$ cat src/rtl/uart_tx_arbiter_if.sv
// uart_tx_arbiter_if: requester handshake, transmitter drive and status signals of uart_tx_arbiter
interface uart_tx_arbiter_if #(
    parameter int NUM_REQ    = 4,
    parameter int DATA_WIDTH = 8
);
    localparam int IW = $clog2(NUM_REQ);
    logic [NUM_REQ-1:0]            req_valid;
    logic [NUM_REQ*DATA_WIDTH-1:0] req_data;
    logic [NUM_REQ-1:0]            req_ready;
    logic                          uart_start;
    logic [DATA_WIDTH-1:0]         uart_data;
    logic                          uart_busy;
    logic [IW-1:0]                 grant_id;
    logic                          arb_busy;
    logic                          timeout_err;
    modport slave (
        input  req_valid, req_data, uart_busy,
        output req_ready, uart_start, uart_data, grant_id, arb_busy, timeout_err
    );
    modport master (
        output req_valid, req_data, uart_busy,
        input  req_ready, uart_start, uart_data, grant_id, arb_busy, timeout_err
    );
endinterface

$ cat src/rtl/uart_tx_arbiter.sv
// uart_tx_arbiter: round-robin sharing of one UART transmitter; define UART_ARB_TIMEOUT_EN for a sticky start-to-busy timeout
module uart_tx_arbiter #(
    parameter int NUM_REQ        = 4,
    parameter int DATA_WIDTH     = 8,
    parameter int TIMEOUT_CYCLES = 65536
) (
    input logic              clk,
    input logic              rst,
    uart_tx_arbiter_if.slave bus
);
    localparam int IW = $clog2(NUM_REQ);
    typedef enum logic [1:0] {IDLE, GRANT, START, WAIT_DONE} state_t;
    state_t                state_q, state_d;
    logic [IW-1:0]         ptr_q, ptr_d, grant_q, grant_d, pick, idx;
    logic [IW:0]           sum;
    logic [DATA_WIDTH-1:0] data_q, data_d;
    logic [1:0]            sync_q;
    logic                  busy_s, timeout;

    if (NUM_REQ < 2 || NUM_REQ > 16 || TIMEOUT_CYCLES < 1) begin : g_bad_cfg
        $error("uart_tx_arbiter: unsupported NUM_REQ or TIMEOUT_CYCLES");
    end

    assign busy_s = sync_q[1];

    // Walk offsets high to low so the requester closest above the pointer wins.
    always_comb begin
        pick = ptr_q;
        sum  = '0;
        idx  = '0;
        for (int k = NUM_REQ - 1; k >= 0; k--) begin
            sum = {1'b0, ptr_q} + (IW+1)'(k);
            idx = IW'(sum >= (IW+1)'(NUM_REQ) ? sum - (IW+1)'(NUM_REQ) : sum);
            if (bus.req_valid[idx]) pick = idx;
        end
    end

    always_comb begin
        state_d = state_q;
        ptr_d   = ptr_q;
        grant_d = grant_q;
        data_d  = data_q;
        case (state_q)
            IDLE: begin
                grant_d = |bus.req_valid ? pick : grant_q;
                state_d = |bus.req_valid ? GRANT : IDLE;
            end
            GRANT: begin
                data_d  = bus.req_data[int'(grant_q) * DATA_WIDTH +: DATA_WIDTH];
                ptr_d   = grant_q == IW'(NUM_REQ - 1) ? '0 : grant_q + 1'b1;
                state_d = START;
            end
            START:     state_d = busy_s ? WAIT_DONE : (timeout ? IDLE : START);
            WAIT_DONE: state_d = busy_s ? WAIT_DONE : IDLE;
            default:   state_d = IDLE;
        endcase
    end

    always_ff @(posedge clk or posedge rst) begin
        if (rst) begin
            state_q <= IDLE;
            ptr_q   <= '0;
            grant_q <= '0;
            data_q  <= '0;
            sync_q  <= '0;
        end else begin
            state_q <= state_d;
            ptr_q   <= ptr_d;
            grant_q <= grant_d;
            data_q  <= data_d;
            sync_q  <= {sync_q[0], bus.uart_busy};
        end
    end

`ifdef UART_ARB_TIMEOUT_EN
    localparam int CW = $clog2(TIMEOUT_CYCLES + 1);
    logic [CW-1:0] cnt_q, cnt_d;
    logic          err_q, err_d;

    always_comb begin
        cnt_d   = state_q == START ? cnt_q + 1'b1 : '0;
        timeout = state_q == START && !busy_s && cnt_q == CW'(TIMEOUT_CYCLES);
        err_d   = err_q | timeout;
    end

    always_ff @(posedge clk or posedge rst) begin
        if (rst) begin
            cnt_q <= '0;
            err_q <= 1'b0;
        end else begin
            cnt_q <= cnt_d;
            err_q <= err_d;
        end
    end

    assign bus.timeout_err = err_q;
`else
    assign timeout         = 1'b0;
    assign bus.timeout_err = 1'b0;
`endif

    assign bus.req_ready  = state_q == GRANT ? NUM_REQ'(1) << grant_q : '0;
    assign bus.uart_start = state_q == START;
    assign bus.uart_data  = data_q;
    assign bus.grant_id   = grant_q;
    assign bus.arb_busy   = state_q != IDLE;
endmodule

$ cat src/flat_wrapper.sv
// flat-port wrapper written by rule: the top's interface ports become plain ports
module uart_tx_arbiter_flat 
#(
    parameter int NUM_REQ        = 4,
    parameter int DATA_WIDTH     = 8,
    parameter int TIMEOUT_CYCLES = 65536
)
  (clk, rst, bus_req_valid, bus_req_data, bus_uart_busy, bus_req_ready, bus_uart_start, bus_uart_data, bus_grant_id, bus_arb_busy, bus_timeout_err);
  uart_tx_arbiter_if #(.NUM_REQ(NUM_REQ), .DATA_WIDTH(DATA_WIDTH)) bus_i ();
  input logic clk;
  input logic rst;
  input wire logic [$bits(bus_i.req_valid)-1:0] bus_req_valid;
  input wire logic [$bits(bus_i.req_data)-1:0] bus_req_data;
  input wire logic [$bits(bus_i.uart_busy)-1:0] bus_uart_busy;
  output wire logic [$bits(bus_i.req_ready)-1:0] bus_req_ready;
  output wire logic [$bits(bus_i.uart_start)-1:0] bus_uart_start;
  output wire logic [$bits(bus_i.uart_data)-1:0] bus_uart_data;
  output wire logic [$bits(bus_i.grant_id)-1:0] bus_grant_id;
  output wire logic [$bits(bus_i.arb_busy)-1:0] bus_arb_busy;
  output wire logic [$bits(bus_i.timeout_err)-1:0] bus_timeout_err;
  assign bus_i.req_valid = bus_req_valid;
  assign bus_i.req_data = bus_req_data;
  assign bus_i.uart_busy = bus_uart_busy;
  assign bus_req_ready = bus_i.req_ready;
  assign bus_uart_start = bus_i.uart_start;
  assign bus_uart_data = bus_i.uart_data;
  assign bus_grant_id = bus_i.grant_id;
  assign bus_arb_busy = bus_i.arb_busy;
  assign bus_timeout_err = bus_i.timeout_err;
  uart_tx_arbiter #(.NUM_REQ(NUM_REQ), .DATA_WIDTH(DATA_WIDTH), .TIMEOUT_CYCLES(TIMEOUT_CYCLES)) u_core (.clk(clk), .rst(rst), .bus(bus_i));
endmodule
$ cat config.mk
export PLATFORM = sky130hd
export DESIGN_NAME = uart_tx_arbiter_flat
export DESIGN_NICKNAME = d
export VERILOG_FILES = /design/src/rtl/uart_tx_arbiter_if.sv /design/src/rtl/uart_tx_arbiter.sv /design/src/flat_wrapper.sv
export SDC_FILE = /design/constraint.sdc
export NUM_CORES = 1
export LEC_CHECK = 0
export CORE_ASPECT_RATIO = 0.9
export CORE_MARGIN = 2
export CORE_UTILIZATION = 34
export DETAILED_ROUTE_END_ITERATION = 7
export GPL_ROUTABILITY_DRIVEN = 0
export PLACE_DENSITY = 0.75
export SKIP_CTS_REPAIR_TIMING = 1
export SYNTH_ARGS = -nofsm -noshare
export SYNTH_HDL_FRONTEND = slang
export SYNTH_SLANG_ARGS = --single-unit
$ cat constraint.sdc
create_clock -name clk -period 1.45 [get_ports clk]
set_input_delay 0.29 -clock clk [delete_from_list [all_inputs] [get_ports clk]]
set_output_delay 0.29 -clock clk [all_outputs]
set_load 0.005 [all_outputs]
# After elaboration in Yosys (flattened, before gate mapping)
# Index checks and enable logic that the tools add are counted.
[word_totals]
register_bits = 16
input_bits = 39
output_inout_bits = 17
elab_cells = 53
[classes]
addsub = 8
order_cmp = 8
n_eq_ne = 4
shift = 2
muxes = 22
n_reduce_logical = 4
[op_table]
columns = ["operator", "count"]
rows = [
  ["variable part select 32 x 6 -> 8 bit", 1],
  ["2-to-1 mux 2 bit", 10],
  ["< comparator 2 x 3 -> 1 bit, second input constant", 4],
  ["greater-or-equal comparator 3 bit, second input constant", 3],
  ["binary-select mux 1 bit (select 2 bit)", 4],
  ["one-hot mux 2 bit (4 select lines)", 1],
  ["subtractor 2 x 1 -> 2 bit, second input constant", 4],
  ["adder 2 x 2 -> 3 bit, second input constant", 2],
  ["== test 2 bit, second input constant", 3],
  ["2-to-1 mux 1 bit", 6],
  ["2-to-1 mux 4 bit", 1],
  ["OR reduction 4 bit", 1],
  ["left shift 1 x 2 -> 4 bit, first input constant", 1],
  ["adder 2 x 1 -> 3 bit, second input constant", 1],
  ["greater-or-equal comparator 2 x 3 -> 1 bit, second input constant", 1],
  ["adder 2 x 1 -> 2 bit, second input constant", 1],
  ["== test 2 x 1 -> 1 bit, second input constant", 1],
  ["zero test 2 bit", 1],
  ["AND reduction 2 bit", 1],
  ["nonzero test 2 bit", 1],
]

# Logic depth before layout (Yosys ltp)
[depth]
ltp_word = 9
ltp_mapped = 5

# Least setup slack after synthesis
# No wires, ideal clock.
[synth_timing]
path_type = "register to register"
startpoint = "reg u_core.grant_q[0], in the netlist u_core.bus.grant_id[0]"
endpoint = "reg u_core.data_q[1], in the netlist u_core.bus.uart_data[1]"
setup_time_ns = 0.125
arrival_ns = 1.341
required_time_ns = 1.325
setup_slack_ns = -0.016
path_stages_with_launch = 4
path_buffers = 1
synth_period_minus_slack_ns = 1.466
path_cell_list = "dfrtp_1 > buf_6 > mux4_2 > mux2_4"
[synth_between]
elab_chain_cells = 1
[synth_rtl]
columns = ["item", "line", "source"]
rows = [
  ["from (decl)", "uart_tx_arbiter.sv:14", "logic [IW-1:0] ptr_q, ptr_d, grant_q, grant_d, pick, idx;"],
  ["from (signal assigned)", "uart_tx_arbiter.sv:69", "grant_q <= grant_d;"],
  ["variable part select 32 x 6 -> 8 bit", "uart_tx_arbiter.sv:49", "data_d = bus.req_data[int'(grant_q) * DATA_WIDTH +: DATA_WIDTH];"],
  ["to (signal assigned)", "uart_tx_arbiter.sv:70", "data_q <= data_d;"],
  ["to (decl)", "uart_tx_arbiter.sv:16", "logic [DATA_WIDTH-1:0] data_q, data_d;"],
]
# No other way between the ends.
# A chain may end at the register's enable or synchronous reset.

# Worst setup path after layout
[layout_timing]
startpoint = "reg u_core.state_q[1]"
endpoint = "out bus_req_ready[3]"
[layout_between]
elab_chain_cells = 2
[layout_rtl]
columns = ["item", "line", "source"]
rows = [
  ["from (decl)", "uart_tx_arbiter.sv:13", "state_t state_q, state_d;"],
  ["from (signal assigned)", "uart_tx_arbiter.sv:67", "state_q <= state_d;"],
  ["== test 2 x 1 -> 1 bit", "uart_tx_arbiter.sv:102", "assign bus.req_ready = state_q == GRANT ? NUM_REQ'(1) << grant_q : '0;"],
  ["2-to-1 mux 4 bit", "uart_tx_arbiter.sv:102", ""],
  ["to (decl)", "flat_wrapper.sv:15", "output wire logic [$bits(bus_i.req_ready)-1:0] bus_req_ready;"],
]
# No other way between the ends.

==> impl_results.md <==
* Outcome: complete, but fails checks
* Failing checks: negative setup slack
* Cell area after synthesis at 995 um2
* DR WL/cell at 14.3 um
* Crit path cell chain: buf_6, buf_6, nor2b_4, and2_1, dlymetal6s2s_1
* Post-Layout Cell Count at 199
* Leak Pwr at 0.923 nW
* CTS buffer count at 3
* Die X at 61.0 um
* Synthesized netlist cell count at 81
* Final setup margin at -180 ps
* CTS tree: yes
* Yosys reg bits at 16
* Largest net degree at the start of global routing at 17
* Hold Crit Class: in -> async
* Critical path endpoint: bus_req_ready[3]
* Worst Path Required at 1160 ps
* Fmax at 613 MHz
* Hold Worst Slack at 292 ps
* Crit end category: output pin
* Clock Latency Late Sink at 290 ps
* Final net count at 203
* Final worst-path cycle share at 1.12
* Asr flop ratio synth at 1.00
* Gr usage total at 0.160
* Worst vdd ir at 0.688 mV
* Critical Path Start: u_core.state_q[1]
* CTS Root Cell: clkbuf_4
* Antenna violations before repair at 0
* Initial Util at 0.359
* Syn-to-layout area delta at 87.5%
* Post-Syn Area per Cell at 12.3 um2
* Vias in the first global route at 948
* Critical path startpoint category: flop
* RSZ-0062 raised after global routing: yes
* Main synth FF type: dfrtp_1
* H-tree levels at 1
* Slew Limit Fails at 0
* Chip height at 55.3 um
* Via count at 947
* # rows at 18
* ANT cells at 0
* Die area at 3380 um2
* Crit Reg-Reg Startpoint: u_core.bus.grant_id[0]
* Reg2reg path depth at 4
* WP data arrival at 1340 ps
* Drt total wl at 2.85 mm
* Reg2reg end: u_core.bus.uart_data[5]
* Grt total ovfl at 0
* Max-Cap Viols at 0
* Post-route setup TNS at -1470 ps
* Setup CP Type: reg -> out
* Final Cell Area at 1870 um2
* Final hold vios at 0
* DRC violation count after routing at 0
* Max Clock Skew at 6.19 ps
* DRT Pass-1 Iters at 4
* Clock Path Buffers at 2
* Share of cells above drive strength 1 at 0.358
* Clock sinks at 16
* Antenna-violating nets left at 0
* Cell Pwr Density at 1610 nW/um2
* Buffers added on ports at 54
* Iter 0 DRT Violations at 19
* CP max FO at 5
* Core Region at 2770 um2
* Clock Pin Slew Worst Setup and Hold Paths at 100 ps
* Area post-placement at 1650 um2
* Seq/Total Area, Yosys at 0.403
* Reg2Reg Setup Slack at -120 ps
* Final HPWL DP at 2.13 mm
* CP dominant cell by count: buf_6
* Net Count, Synth at 124
* Area leader, netlist: dfrtp_1
* Max stage delay on crit path at 420 ps
* Cell variety after synth at 24
* Via density per instance at 4.76
* Warning count from the yosys run at 0
* Placed cells at 183
* Top cells by area, synth: dfrtp_1 40%, mux4_2 16%, mux2_4 11%
* Post-layout min period at 1630 ps
* Final setup vio count at 13
* Post-synth top area share at 0.403
* EDFF count, synth at 0
* I/O pins at 56
* Final Util at 0.673
* CP max-delay cell: dfrtp_1
* First-pass GRT wire length at 4.06 mm
==> placed cells by master (no fill, tap or decap) <==
master	synthesis	routed
dfrtp_1	16	15
o21ai_0	2	2
dlymetal6s2s_1	0	13
a211oi_1	1	1
and2_4	0	1
buf_6	1	6
o21bai_1	1	1
buf_12	0	2
and2_1	4	3
nor2b_1	2	1
nor2_1	8	7
clkbuf_4	0	3
a221oi_1	1	1
clkdlybuf4s50_1	0	38
mux4_1	1	1
mux2_4	7	7
o31ai_1	2	2
ha_2	0	2
ha_1	4	2
a211o_1	1	1
clkbuf_2	0	1
clkbuf_8	0	1
buf_4	2	18
dfrtp_2	0	1
nand2_1	6	6
mux2_2	2	2
inv_2	0	3
conb_1	1	1
inv_1	5	2
nand2b_1	2	2
a21oi_1	3	3
nor2b_4	0	1
buf_2	1	1
nor2_4	0	1
mux4_2	7	7
==> how the worst min path moves through the flow <==
stage | startpoint | end | depth (start not counted)
2_1_floorplan | rst | u_core.bus.grant_id[0] | 1
3_3_place_gp | u_core.sync_q[0] | u_core.sync_q[1] | 0
3_5_place_dp | u_core.sync_q[0] | u_core.sync_q[1] | 0
4_1_cts | rst | u_core.bus.uart_data[6] | 3
5_1_grt | rst | u_core.bus.uart_data[7] | 3
6_report | rst | u_core.ptr_q[0] | 3
==> cell families (layout without fill, tap and decap cells) <==
family / count (synthesis) / count (layout) / share of synthesized area
simple gates: 22 / 22 / 0.103
mux: 17 / 17 / 0.313
flops: 16 / 16 / 0.403
compound gates: 11 / 11 / 0.0730
buf+inv: 10 / 88 / 0.0541
fa+ha+maj: 4 / 4 / 0.0503
other cells: 1 / 1 / 0.00377
==> synth_stat cells (all sizes together) (3+ instances only) <==
| master | n |
|---|---|
| dfrtp | 16 |
| mux2 | 9 |
| mux4 | 8 |
| nor2 | 8 |
| nand2 | 6 |
| inv | 5 |
| and2 | 4 |
| buf | 4 |
| ha | 4 |
| a21oi | 3 |
==> where the power goes <==
group	switching (W)	internal, W	leakage, nW
Combinational	0.000645	0.00126	0.715
Clock	0.000149	0.000153	0.0210
Sequential	0.000153	0.000649	0.187
==> metal layers <==
metal | routed length (um) | vias to the layer above | GRT usage | share of wire
met1 | 1140 | 460 | 0.194 | 0.40
met5 | 0 | - | 0 | 0
met2 | 1370 | 43 | 0.270 | 0.48
li1 | - | 440 | - | -
met4 | 28 | 0 | 0.0466 | 0.0098
met3 | 304 | 4 | 0.0468 | 0.11
==> critical path, delay by kind of cell, from the launching register on <==
kind | cells | cell delay [ps]
flip-flops | 1 | 420
buffers and inverters | 3 | 360
AND/OR/NAND/NOR | 2 | 280
==> state kept, by name, summed over array words and instances, names as in the netlist <==
| signal | count |
|---|---|
| u_core.sync_q | 2 |
| u_core.ptr_q | 2 |
| u_core.state_q | 2 |
| u_core.bus.grant_id | 2 |
| u_core.bus.uart_data | 8 |
==> stage by stage <==
| stage | total power [W] | setup slack, ps |
|---|---|---|
| 6_report | 0.00301 | -180 |
| 5_1_grt | 0.00323 | -250 |
| 4_1_cts | 0.00268 | -490 |
| 3_5_place_dp | 0.00237 | -165 |
| 3_3_place_gp | 0.00232 | -125 |
| 2_1_floorplan | 0.00166 | -16.4 |
==> area by class of cell <==
class / instances / area, um2
Sequential cell: 16 / 402
Timing Repair Buffer: 79 / 796
Fill cell: 210 / 905
Clock buffer: 4 / 36.3
Multi-Input combinational cell: 55 / 563
Inverter: 5 / 18.8
Tap cell: 40 / 50.0
Note: power is estimated with default switching activity, not from simulation.
